<file path="config.mk">
export PLATFORM = sky130hd
export DESIGN_NAME = mmio_timer
export DESIGN_NICKNAME = d
export VERILOG_FILES = /design/src/rtl/mmio_timer.sv
export SDC_FILE = /design/constraint.sdc
export NUM_CORES = 1
export LEC_CHECK = 0
export CAP_MARGIN = 20
export CORE_AREA = 2 2 154 156
export CTS_CLUSTER_DIAMETER = 200
export DETAILED_ROUTE_END_ITERATION = 8
export DIE_AREA = 0 0 156 158
export GPL_TIMING_DRIVEN = 0
export HOLD_SLACK_MARGIN = 0.02
export REMOVE_ABC_BUFFERS = 1
export SLEW_MARGIN = 20
export SYNTH_ARGS = -nofsm -noshare
export SYNTH_HDL_FRONTEND = slang
export SYNTH_SLANG_ARGS = --single-unit
</file>
<file path="constraint.sdc">
create_clock -name clk -period 4 [get_ports clk]
set_input_delay 1 -clock clk [delete_from_list [all_inputs] [get_ports clk]]
set_output_delay 1 -clock clk [all_outputs]
set_load 0.02 [all_outputs]
</file>
<file path="src/rtl/mmio_timer.sv">
// Memory-mapped timer/compare peripheral on the CPU data bus.
// A prescaled counter sets MATCH and OVERFLOW flags; irq = IRQ_EN & MATCH.
module mmio_timer #(
   parameter logic [31:0] BASE_ADDR  = 32'h0000_1000,
   parameter int unsigned PRESCALE_W = 16
) (
   input  logic        clk,
   input  logic        reset_n,
   input  logic [31:0] addr,
   input  logic        wr_sig,
   input  logic [31:0] wr_data,
   output logic [31:0] rd_data,
   output logic        sel,
   output logic        irq
);

   typedef enum logic [2:0] {
      REG_CTRL     = 3'd0,
      REG_PRESCALE = 3'd1,
      REG_COUNT    = 3'd2,
      REG_COMPARE  = 3'd3,
      REG_STATUS   = 3'd4
   } reg_e;

   logic [3:0]            ctrl;      // {ONE_SHOT, IRQ_EN, AUTO_RELOAD, EN}
   logic [PRESCALE_W-1:0] prescale;
   logic [PRESCALE_W-1:0] pcnt;
   logic [31:0]           count;
   logic [31:0]           compare;
   logic [1:0]            status;    // {OVERFLOW, MATCH}

   reg_e        idx;
   logic        wr_en;
   logic        wr_ctrl, wr_prescale, wr_count, wr_compare, wr_status;
   logic        tick, hit, ovf;
   logic [31:0] nxt;
   logic [1:0]  w1c;

   assign idx         = reg_e'(addr[4:2]);
   assign sel         = (addr[31:5] == BASE_ADDR[31:5]);
   assign wr_en       = sel & wr_sig;
   assign wr_ctrl     = wr_en && (idx == REG_CTRL);
   assign wr_prescale = wr_en && (idx == REG_PRESCALE);
   assign wr_count    = wr_en && (idx == REG_COUNT);
   assign wr_compare  = wr_en && (idx == REG_COMPARE);
   assign wr_status   = wr_en && (idx == REG_STATUS);

   assign tick = ctrl[0] && (pcnt == prescale);
   assign nxt  = count + 32'd1;
   assign hit  = tick && (nxt == compare);
   assign ovf  = tick && (count == '1);
   assign w1c  = wr_status ? wr_data[1:0] : 2'b00;
   assign irq  = ctrl[2] & status[0];

   always_ff @(posedge clk) begin
      if (!reset_n) begin
         ctrl     <= '0;
         prescale <= '0;
         pcnt     <= '0;
         count    <= '0;
         compare  <= '0;
         status   <= '0;
      end else begin
         if (wr_ctrl || wr_prescale || !ctrl[0] || tick)
            pcnt <= '0;
         else
            pcnt <= pcnt + 1'b1;

         // A CPU write to CTRL takes precedence over the one-shot EN clear.
         if (wr_ctrl)
            ctrl <= wr_data[3:0];
         else if (hit && ctrl[3])
            ctrl[0] <= 1'b0;

         if (wr_prescale)
            prescale <= wr_data[PRESCALE_W-1:0];

         if (wr_count)
            count <= wr_data;
         else if (tick)
            count <= (hit && ctrl[1]) ? '0 : nxt;

         if (wr_compare)
            compare <= wr_data;

         // Setting a flag outranks a simultaneous write-1-to-clear.
         status <= (status & ~w1c) | {ovf, hit};
      end
   end

   always_comb begin
      rd_data = '0;
      if (sel) begin
         case (idx)
            REG_CTRL:     rd_data = {28'd0, ctrl};
            REG_PRESCALE: rd_data = 32'(prescale);
            REG_COUNT:    rd_data = count;
            REG_COMPARE:  rd_data = compare;
            REG_STATUS:   rd_data = {30'd0, status};
            default:      rd_data = '0;
         endcase
      end
   end

endmodule

</file>
==> results of run 1 <==
-- critical path: cells and delay by family --
| family | cells | cell delay, ns |
|---|---|---|
| AND/OR/NAND/NOR | 4 | 1.05 |
| buffers and inverters | 3 | 0.87 |
-- per-stage QoR --
step                      TNS (ns)  worst slack (ns)  area (µm²)  total power, mW  hold slack [ns]
after floorplan              -7.67            -0.293        6280             1.06            0.437
after global placement     -237.82             -3.31        7620             1.17            0.457
after detailed placement    -75.75             -1.58        7730             1.16            0.467
after CTS                   -0.117           -0.0241        8070             1.99            0.484
after global routing       -0.0248           -0.0149        8120             2.04            0.515
final                            0            0.0733        8120             1.97            0.474
-- layout by cell type (no fill, tap or decap), types with 17 or more instances in the layout --
master           instances
xnor2_1                 42
nor2_1                  78
nand4_1                 20
a31oi_1                 32
dfxtp_1                 92
clkbuf_2                31
a22oi_1                 32
buf_4                   17
xor2_1                  29
nand3_1                 19
o21ai_0                 71
or3_1                   19
a21boi_0                49
clkdlybuf4s50_1         62
nand2_1                134
-- final timing paths --
| check | start | end | slack [ns] |
|---|---|---|---|
| setup / recovery | addr[9] | rd_data[12] | 0.07 |
| hold / removal | pcnt[0] | pcnt[0] | 0.47 |
| setup reg to reg | count[4] | count[26] | 0.19 |
| hold reg to reg | pcnt[0] | pcnt[0] | 0.47 |
-- sequential cells by signal (all words and copies together), names as in the netlist --
register and cells:
status 2, count 32, pcnt 16, ctrl 4, compare 32, prescale 16
-- repair_timing --
action	CTS	global route
hold buffers	0	0
setup endpoints to repair	69	64
buffers inserted	5	5
gates cloned	0	1
pin swaps	4	5
resized for setup	60	91
-- area by class of cell --
cell class                 count  area, µm²  area share, %
clock inverter                 5       37.5          0.462
inverter                      10       37.5          0.462
multi-input combinational    703       4390           54.1
tap                          290        363           4.47
clock buffer                  10        229           2.82
timing repair buffer         117        996           12.3
sequential                   102       2060           25.4
-- cell usage after synthesis (10+ instances only) --
library cell	n	area [µm²]
inv_1	10	37.5
a31oi_1	32	200
nand2_1	138	518
xor2_1	29	254
dfxtp_1	102	2040
xnor2_1	42	368
a21oi_1	14	70.1
nand4_1	20	125
a22oi_1	32	240
and3_1	15	93.8
nor3_1	18	90.1
a21boi_0	49	368
mux2_2	13	146
clkbuf_1	58	218
nand3_1	21	105
o21ai_0	71	355
or3_1	21	131
nor4_1	17	106
nor2b_1	11	68.8
nor2_1	83	312
-- power by group through the flow --
stage | combinational (mW) | clock [mW] | sequential [mW]
6_report | 0.134 | 0.828 | 1.01
3_5_place_dp | 0.125 | 0 | 1.04
2_1_floorplan | 0.0255 | 0 | 1.04
4_1_cts | 0.131 | 0.849 | 1.01
5_1_grt | 0.142 | 0.883 | 1.01
3_3_place_gp | 0.127 | 0 | 1.04
-- kinds of logic after synthesis --
logic type	synth area share, %
adder cells (fa/ha/maj)	0.379
AND/OR/NAND/NOR	29.0
AO/OA/AOI/OAI	21.6
buffers and inverters	5.35
multiplexers	3.32
XOR/XNOR	9.43
flip-flops	31.0
-- metal layers --
| layer | share of wire (%) | track usage (%) | up-vias |
|---|---|---|---|
| li1 | - | - | 3282 |
| met1 | 46 | 24.4 | 3165 |
| met2 | 46 | 27.3 | 221 |
| met3 | 6.0 | 2.98 | 32 |
| met4 | 1.8 | 4.41 | 0 |
| met5 | 0 | 0 | - |
==> impl_metrics.yaml, run 1 <==
status:
  result_of_the_run: "finished clean"
yosys:
  synth_ff_type: "dfxtp_1"
  synth-seq-area-share_pct: 31.0
  post_synth_instance_area_um2: 6600
  post_synth.cell_area_avg_um2: 7.43
  synth-async-reset-ratio_pct: 0
  synthCells: 888
  number_of_synthesized_flops_with_an_enable_pin: 0
  yosysWarnings: 0
  yosysUniqueCellTypes: 59
  postSynthRegisterBits: 102
die:
  floorplan.io_pins: 101
  core_area_um2: 23100
  std_cell_rows: 56
  initial_utilization_pct: 28.6
  dieArea_um2: 24600
  die-height_um: 158
  die_w_um: 156
layout:
  num-fill-cells: 2417
  insertedDiodeCount: 0
  fin_util_pct: 35.2
  drive_above_1_share_pct: 13.3
  num-nets-final: 1012
  final_cell_count_no_fill: 1237
  syn2layout_area_growth_pct: 23.0
sta:
  fmax_ghz: 0.255
  clock-skew-final_ns: 0.0124
  worstMarginPinSlew_ns: 0.751
  slew_headroom_pct: 49.9
  finalSetupViolations: 0
  finalWorstPathRequiredPeriod_ns: 3.93
  hold_violations: 0
  post-route-period-util_pct: 98.2
  report.final.slew_viol_count: 0
grt:
  grt_start_max_net_pins: 88
  grt_pass1_vias: 6105
  overall_track_demand_over_capacity_in_global_routing_pct: 17.3
  global_route.overflow_total: 0
  grt_first_pass_wirelength_um: 33900
  antenna_found_initial: 0
critical_path:
  slowest_delay_ns: 0.44
  depth_of_the_worst_register_to_register_path: 11
  worstSetupEndpointType: "output port"
  timing_worst_setup_path_type: "input pin to output port"
  ordered_list_of_cells_on_the_worst_path: "clkdlybuf4s50_1 -> nor4b_2 -> nand4_1 -> buf_4 -> or3_4 -> nor2_2 -> clkdlybuf4s15_2"
  crit_slowest_cell: "or3_4"
  worstPathArrival_ns: 2.93
  cp_data_required_time_ns: 3.00
  critPathMaxFanout: 6
  cp-start-kind: "input pin"
placement:
  placedCellCount: 1211
  globalplace.congestion: 0.882
  port-buffer-count: 98
  dpl.hpwl_um: 15500
pwr:
  cellInternalPower_mw: 1.51
  portion_of_total_power_attributed_to_combinational_logic_pct: 6.8
  power.static_leakage_nw: 2.56
  cellPowerDensity_nw_per_um2: 243
  clkPwrFrac_pct: 41.9
  power_switching_share_pct: 23.7
  peakVddDrop_mv: 0.161
  share_seq_of_total_power_pct: 51.3
  net_switching_power_uw: 467
drt:
  detail-route-antenna-nets: 0
  post-route-drc-count: 0
  drtIter0Drc: 576
  detailedRoute.firstPassIterationCount: 5
  wl_per_cell_um: 17.8
  dr_total_vias: 6700
  via_per_inst: 5.42
  totalWireLength_um: 22000
clock_tree:
  cts_root_buf: "clkbuf_16"
  cts_sinks: 102
  clk_latency_ns: 0.36
  ctsHtreeMaxLevel: 3
  clockBufferDepth: 2
  cts_tree: "done"
  cts_inserted_buffers: 9
  clk_pin_slew_ns: 0.07
run:
  max_cap_viol_count: 0
min_path:
  hold_path_class: "register to register"
  worst_hold_path.num_cells: 1
No activity file was read; power rests on OpenSTA's default activity.
==> run 2, diff against run 1 <==
--- a/config.mk
+++ b/config.mk
@@ -6,13 +6,15 @@
 export NUM_CORES = 1
 export LEC_CHECK = 0
 export CAP_MARGIN = 20
-export CORE_AREA = 2 2 154 156
+export CORE_AREA = 2 2 125 127
 export CTS_CLUSTER_DIAMETER = 200
 export DETAILED_ROUTE_END_ITERATION = 8
-export DIE_AREA = 0 0 156 158
+export DIE_AREA = 0 0 127 129
 export GPL_TIMING_DRIVEN = 0
 export HOLD_SLACK_MARGIN = 0.02
+export PLACE_DENSITY = 0.67
 export REMOVE_ABC_BUFFERS = 1
+export SKIP_CTS_REPAIR_TIMING = 1
 export SLEW_MARGIN = 20
 export SYNTH_ARGS = -nofsm -noshare
 export SYNTH_HDL_FRONTEND = slang
==> run 2 against run 1 <==
  * The run now ends with negative setup slack left
  * Global-route usage is 6.9 points higher
  * Via count is 1.5% lower
  * Routed wire length is 6.0% lower
  * Register-to-register slack worse by 0.08 ns
  * Clock power is 3.1% higher
  * Sequential power hardly changed
  * Utilization is 20 points higher
  * Final area is 1.1% higher
  * Fmax is 2.4% lower
  * Combinational power hardly changed
  * First-iteration DRC count is 6.8% higher
  * Critical endpoint is now rd_data[10]
  * Largest cell class unchanged
==> impl_metrics.yaml, run 2 (synthesis results as in run 1) <==
die:
  core_area_um2: 15000
  std_cell_rows: 45
  initial_utilization_pct: 44.0
  floorplan.io_pins: 101
  die-height_um: 129
  die_w_um: 127
  dieArea_um2: 16400
layout:
  drive_above_1_share_pct: 11.8
  mostFrequentLayoutCell: "nand2_1"
  insertedDiodeCount: 0
  syn2layout_area_growth_pct: 24.4
  layout_common_cells: "nand2_1, dfxtp_1, nor2_1"
  num-nets-final: 1017
  design_area_um2: 8210
  layout_top_registers: "compare x32, count x32"
  fin_util_pct: 54.8
sta:
  finalSetupViolations: 1
  clock-skew-final_ns: 0.0135
  worstMarginPinSlew_ns: 0.806
  hold_violations: 0
  report.final.slew_viol_count: 0
  setup_repair_after_global_routing_missed_its_margin: "yes"
  final_critical_path_setup_slack_ns: -0.0220
  slew_headroom_pct: 45.8
  finalWorstPathRequiredPeriod_ns: 4.02
  fmax_ghz: 0.249
  post-route-period-util_pct: 101
pwr:
  totalPowerFinal_mw: 2.00
  cellPowerDensity_nw_per_um2: 244
  power.static_leakage_nw: 3.00
  peakVddDrop_mv: 0.254
grt:
  grt_use_met2_pct: 39.1
  overall_track_demand_over_capacity_in_global_routing_pct: 24.2
  met3_usage_pct: 4.28
  grt.busiest_layer: "met2"
  grt_start_max_net_pins: 88
  global_route.overflow_total: 0
  grt_pass1_vias: 6055
  grt_first_pass_wirelength_um: 31700
  groute.layer.met1.usage_pct: 33.0
  antenna_found_initial: 0
run:
  max_cap_viol_count: 0
critical_path:
  cp_data_required_time_ns: 3.00
  worstPathArrival_ns: 3.02
  worstSetupEndpointType: "output port"
  critPathMaxFanout: 6
  timing_worst_setup_path_type: "input pin to output port"
  cp-start-kind: "input pin"
clock_tree:
  cts_tree: "done"
  cts_sinks: 102
  clockBufferDepth: 2
  cts_root_buf: "clkbuf_16"
  ctsHtreeMaxLevel: 3
  clk_pin_slew_ns: 0.07
  cts_inserted_buffers: 9
  clk_latency_ns: 0.37
drt:
  drtIter0Drc: 615
  detailedRoute.firstPassIterationCount: 5
  via_per_inst: 5.79
  dr_total_vias: 6602
  totalWireLength_um: 20700
  detail-route-antenna-nets: 0
  wl_per_cell_um: 18.1
  post-route-drc-count: 0
placement:
  placement.cell_area_um2: 7620
  dpl.hpwl_um: 14300
  globalplace.congestion: 0.888
  placement.setup.worst_slack_ns: -1.44
  port-buffer-count: 98
min_path:
  hold_path_class: "register to register"
status:
  failed_checks: "negative setup slack"
  result_of_the_run: "finished with violations"
-- run 2: routing by layer --
layer	routed length, µm	share of wire (%)
met3	1050	5.1
met4	322	1.6
met5	0	0
met2	9850	48
met1	9470	46
-- run 2: metrics by stage --
step,TNS (ns),std cells,hold slack [ns]
after floorplan,-7.67,814,0.437
after detailed placement,-79.54,1110,0.468
final,-0.0220,1141,0.481
after global placement,-233.10,1100,0.462
after global routing,-0.835,1141,0.517
after CTS,-68.83,1126,0.485
-- run 2: area by class of cell --
type	count	area (µm²)
clock buffer	10	229
clock inverter	6	46.3
timing repair buffer	122	1210
inverter	10	37.5
fill	1476	6770
tap	188	235
multi-input combinational	703	4380
sequential	102	2060
-- run 2: path summary, 6_finish.rpt --
| path | slack [ns] | cells past startpoint | start | endpoint |
|---|---|---|---|---|
| worst max-delay path | -0.02 | 7 | addr[11] | rd_data[10] |
| worst min register to register | 0.48 | 1 | pcnt[0] | pcnt[0] |
| worst max register to register | 0.11 | 11 | count[6] | count[3] |
| worst min-delay path | 0.48 | 1 | pcnt[0] | pcnt[0] |
-- run 2: critical path: stages --
cell and delay [ns]:
clkdlybuf4s50_1 0.43, nor4_2 0.31, nand4_1 0.25, buf_4 0.22, or3_4 0.44, nor2_1 0.17, clkbuf_2 0.19
-- run 2: power by group --
group / leakage [nW] / switching [mW] / total, mW / internal (mW)
Clock: 0.135 / 0.426 / 0.854 / 0.428
Sequential: 0.828 / 0.00000000146 / 1.01 / 1.01
Combinational: 2.03 / 0.0589 / 0.134 / 0.0746
==> run 3, diff against run 2 <==
==> constraint.sdc (replaced) <==
create_clock -name clk -period 4 [get_ports clk]
set_input_delay 1 -clock clk [delete_from_list [all_inputs] [get_ports clk]]
set_output_delay 1 -clock clk [all_outputs]
set_load 0.05 [all_outputs]
==> run 3 against run 2 <==
  * Final area is 3.2% lower
  * Cell count down 0.61%
  * The flow now finishes without violations
  * Sequential cell count unchanged
  * Critical endpoint is now count[5]
  * Sequential share of layout area increased by 0.84 points
  * Clock-buffer cell count unchanged
  * Worst hold slack barely moved
  * Highest routed layer unchanged
  * Largest cell class unchanged
  * Register-to-register slack about the same
  * Critical path depth increased by 4
  * Global-route usage did not move
  * Via count fell by 0.74%
  * Critical path type is now register to register
  * Non-clock buffer count fell by 6
  * Utilization down 1.8 points
==> impl_metrics.yaml, run 3 (synthesis results as in run 1) <==
critical_path:
  timing_worst_setup_path_type: "register to register"
  beginning_of_the_worst_register_to_register_path: "count[6]"
  crit_path_start: "count[6]"
  critPathMaxFanout: 18
  cp_data_required_time_ns: 4.26
  worstSetupEndpointType: "register"
  worstPathArrival_ns: 4.15
  critical_path.reg2reg.endpoint: "count[5]"
  cp-start-kind: "register"
  reg2reg_setup_slack_ns: 0.11
  cp-endpoint: "count[5]"
  depth_of_the_worst_register_to_register_path: 11
sta:
  worstMarginPinSlew_ns: 0.798
  post-route-period-util_pct: 97.3
  finalWorstPathRequiredPeriod_ns: 3.89
  clock-skew-final_ns: 0.0133
  report.final.slew_viol_count: 0
  setup_repair_after_global_routing_missed_its_margin: "yes"
  hold_violations: 0
  fmax_ghz: 0.257
  final_critical_path_setup_slack_ns: 0.110
  finalSetupViolations: 0
  slew_headroom_pct: 46.3
grt:
  grt_start_max_net_pins: 88
  overall_track_demand_over_capacity_in_global_routing_pct: 24.2
  antenna_found_initial: 0
  global_route.overflow_total: 0
  grt_first_pass_wirelength_um: 31700
  grt_pass1_vias: 6055
pwr:
  net_switching_power_uw: 482
  cellPowerDensity_nw_per_um2: 251
  clkPwrFrac_pct: 42.8
  power_switching_share_pct: 24.2
  power.static_leakage_nw: 2.55
  cellInternalPower_mw: 1.51
  totalPowerFinal_mw: 2.00
  peakVddDrop_mv: 0.255
  portion_of_total_power_attributed_to_combinational_logic_pct: 6.4
  share_seq_of_total_power_pct: 50.7
layout:
  insertedDiodeCount: 0
  design_area_um2: 7940
  fin_util_pct: 53.0
  layout_top_registers: "compare x32, count x32"
  syn2layout_area_growth_pct: 20.4
  drive_above_1_share_pct: 13.0
  num-fill-cells: 1514
  layout_common_cells: "nand2_1, dfxtp_1, nor2_1"
  mostFrequentLayoutCell: "nand2_1"
  num-nets-final: 1010
die:
  die-height_um: 129
  die_w_um: 127
  core_area_um2: 15000
  std_cell_rows: 45
  dieArea_um2: 16400
  initial_utilization_pct: 44.0
  floorplan.io_pins: 101
drt:
  wl_per_cell_um: 17.6
  detailedRoute.firstPassIterationCount: 6
  post-route-drc-count: 0
  drtIter0Drc: 556
  dr_total_vias: 6553
  totalWireLength_um: 20000
  detail-route-antenna-nets: 0
  via_per_inst: 5.78
placement:
  port-buffer-count: 98
  globalplace.congestion: 0.888
  dpl.hpwl_um: 14300
  placement.cell_area_um2: 7620
  placement.setup.worst_slack_ns: -1.64
status:
  result_of_the_run: "finished clean"
clock_tree:
  clk_latency_ns: 0.37
  clockBufferDepth: 2
  ctsHtreeMaxLevel: 3
  cts_inserted_buffers: 9
  cts_sinks: 102
  cts_tree: "done"
  clk_pin_slew_ns: 0.08
  cts_root_buf: "clkbuf_16"
min_path:
  hold_path_class: "register to register"
run:
  max_cap_viol_count: 0
run 3: changes by cell type in the layout (fill, tap and decap cells not counted), sizes merged:
cell and change:
buf -7, clkbuf +25, dlymetal6s2s -24, or3 -1
run 3: area by class of cell:
class	instances	area, µm²	share of cell area [%]
clock buffers	10	229	2.88
clock inverters	6	46.3	0.583
inverters	10	37.5	0.473
multi-input cells	702	4330	54.6
flip-flops and latches	102	2060	26.0
well taps	188	235	2.96
repair buffers	116	993	12.5
run 3: per-stage QoR:
step                cells  setup TNS, ns  hold WS [ns]
finish               1134              0         0.481
global route         1134         -0.130         0.517
detailed placement   1110         -85.89         0.468
floorplan             814         -29.66         0.437
global placement     1100        -239.49         0.462
CTS                  1126         -75.18         0.485
run 3: worst min path at each step:
stage / from / end / cells past startpoint
floorplan: pcnt[0] / pcnt[0] / 1
CTS: pcnt[0] / pcnt[0] / 1
finish: pcnt[0] / pcnt[0] / 1
global placement: pcnt[0] / pcnt[0] / 1
detailed placement: pcnt[0] / pcnt[0] / 1
global route: pcnt[0] / pcnt[0] / 1
run 3: worst max-delay path: stages, from the launching register on:
cell and delay, ns:
dfxtp_2 0.45, nand4_4 0.18, or4_4 0.61, or3_4 0.39, a221o_1 0.34, or4_1 0.61, nor4_4 0.38, buf_6 0.22
or2_4 0.26, buf_4 0.15, or3_1 0.09, a31oi_1 0.07
run 3: layer usage:
layer  vias up  global-route usage, %  wire, µm
met2       181                   39.1      9430
met5         -                      0         0
met4         0                   7.69       256
met1      3099                   33.0      9350
li1       3255                      -         -
met3        18                   4.28       940
run 3: power by group through the flow:
stage	Sequential [mW]	Combinational, mW	Clock (mW)
global placement	1.04	0.126	0
floorplan	1.04	0.0255	0
CTS	1.01	0.124	0.865
finish	1.01	0.128	0.855
global route	1.01	0.136	0.898
detailed placement	1.04	0.124	0
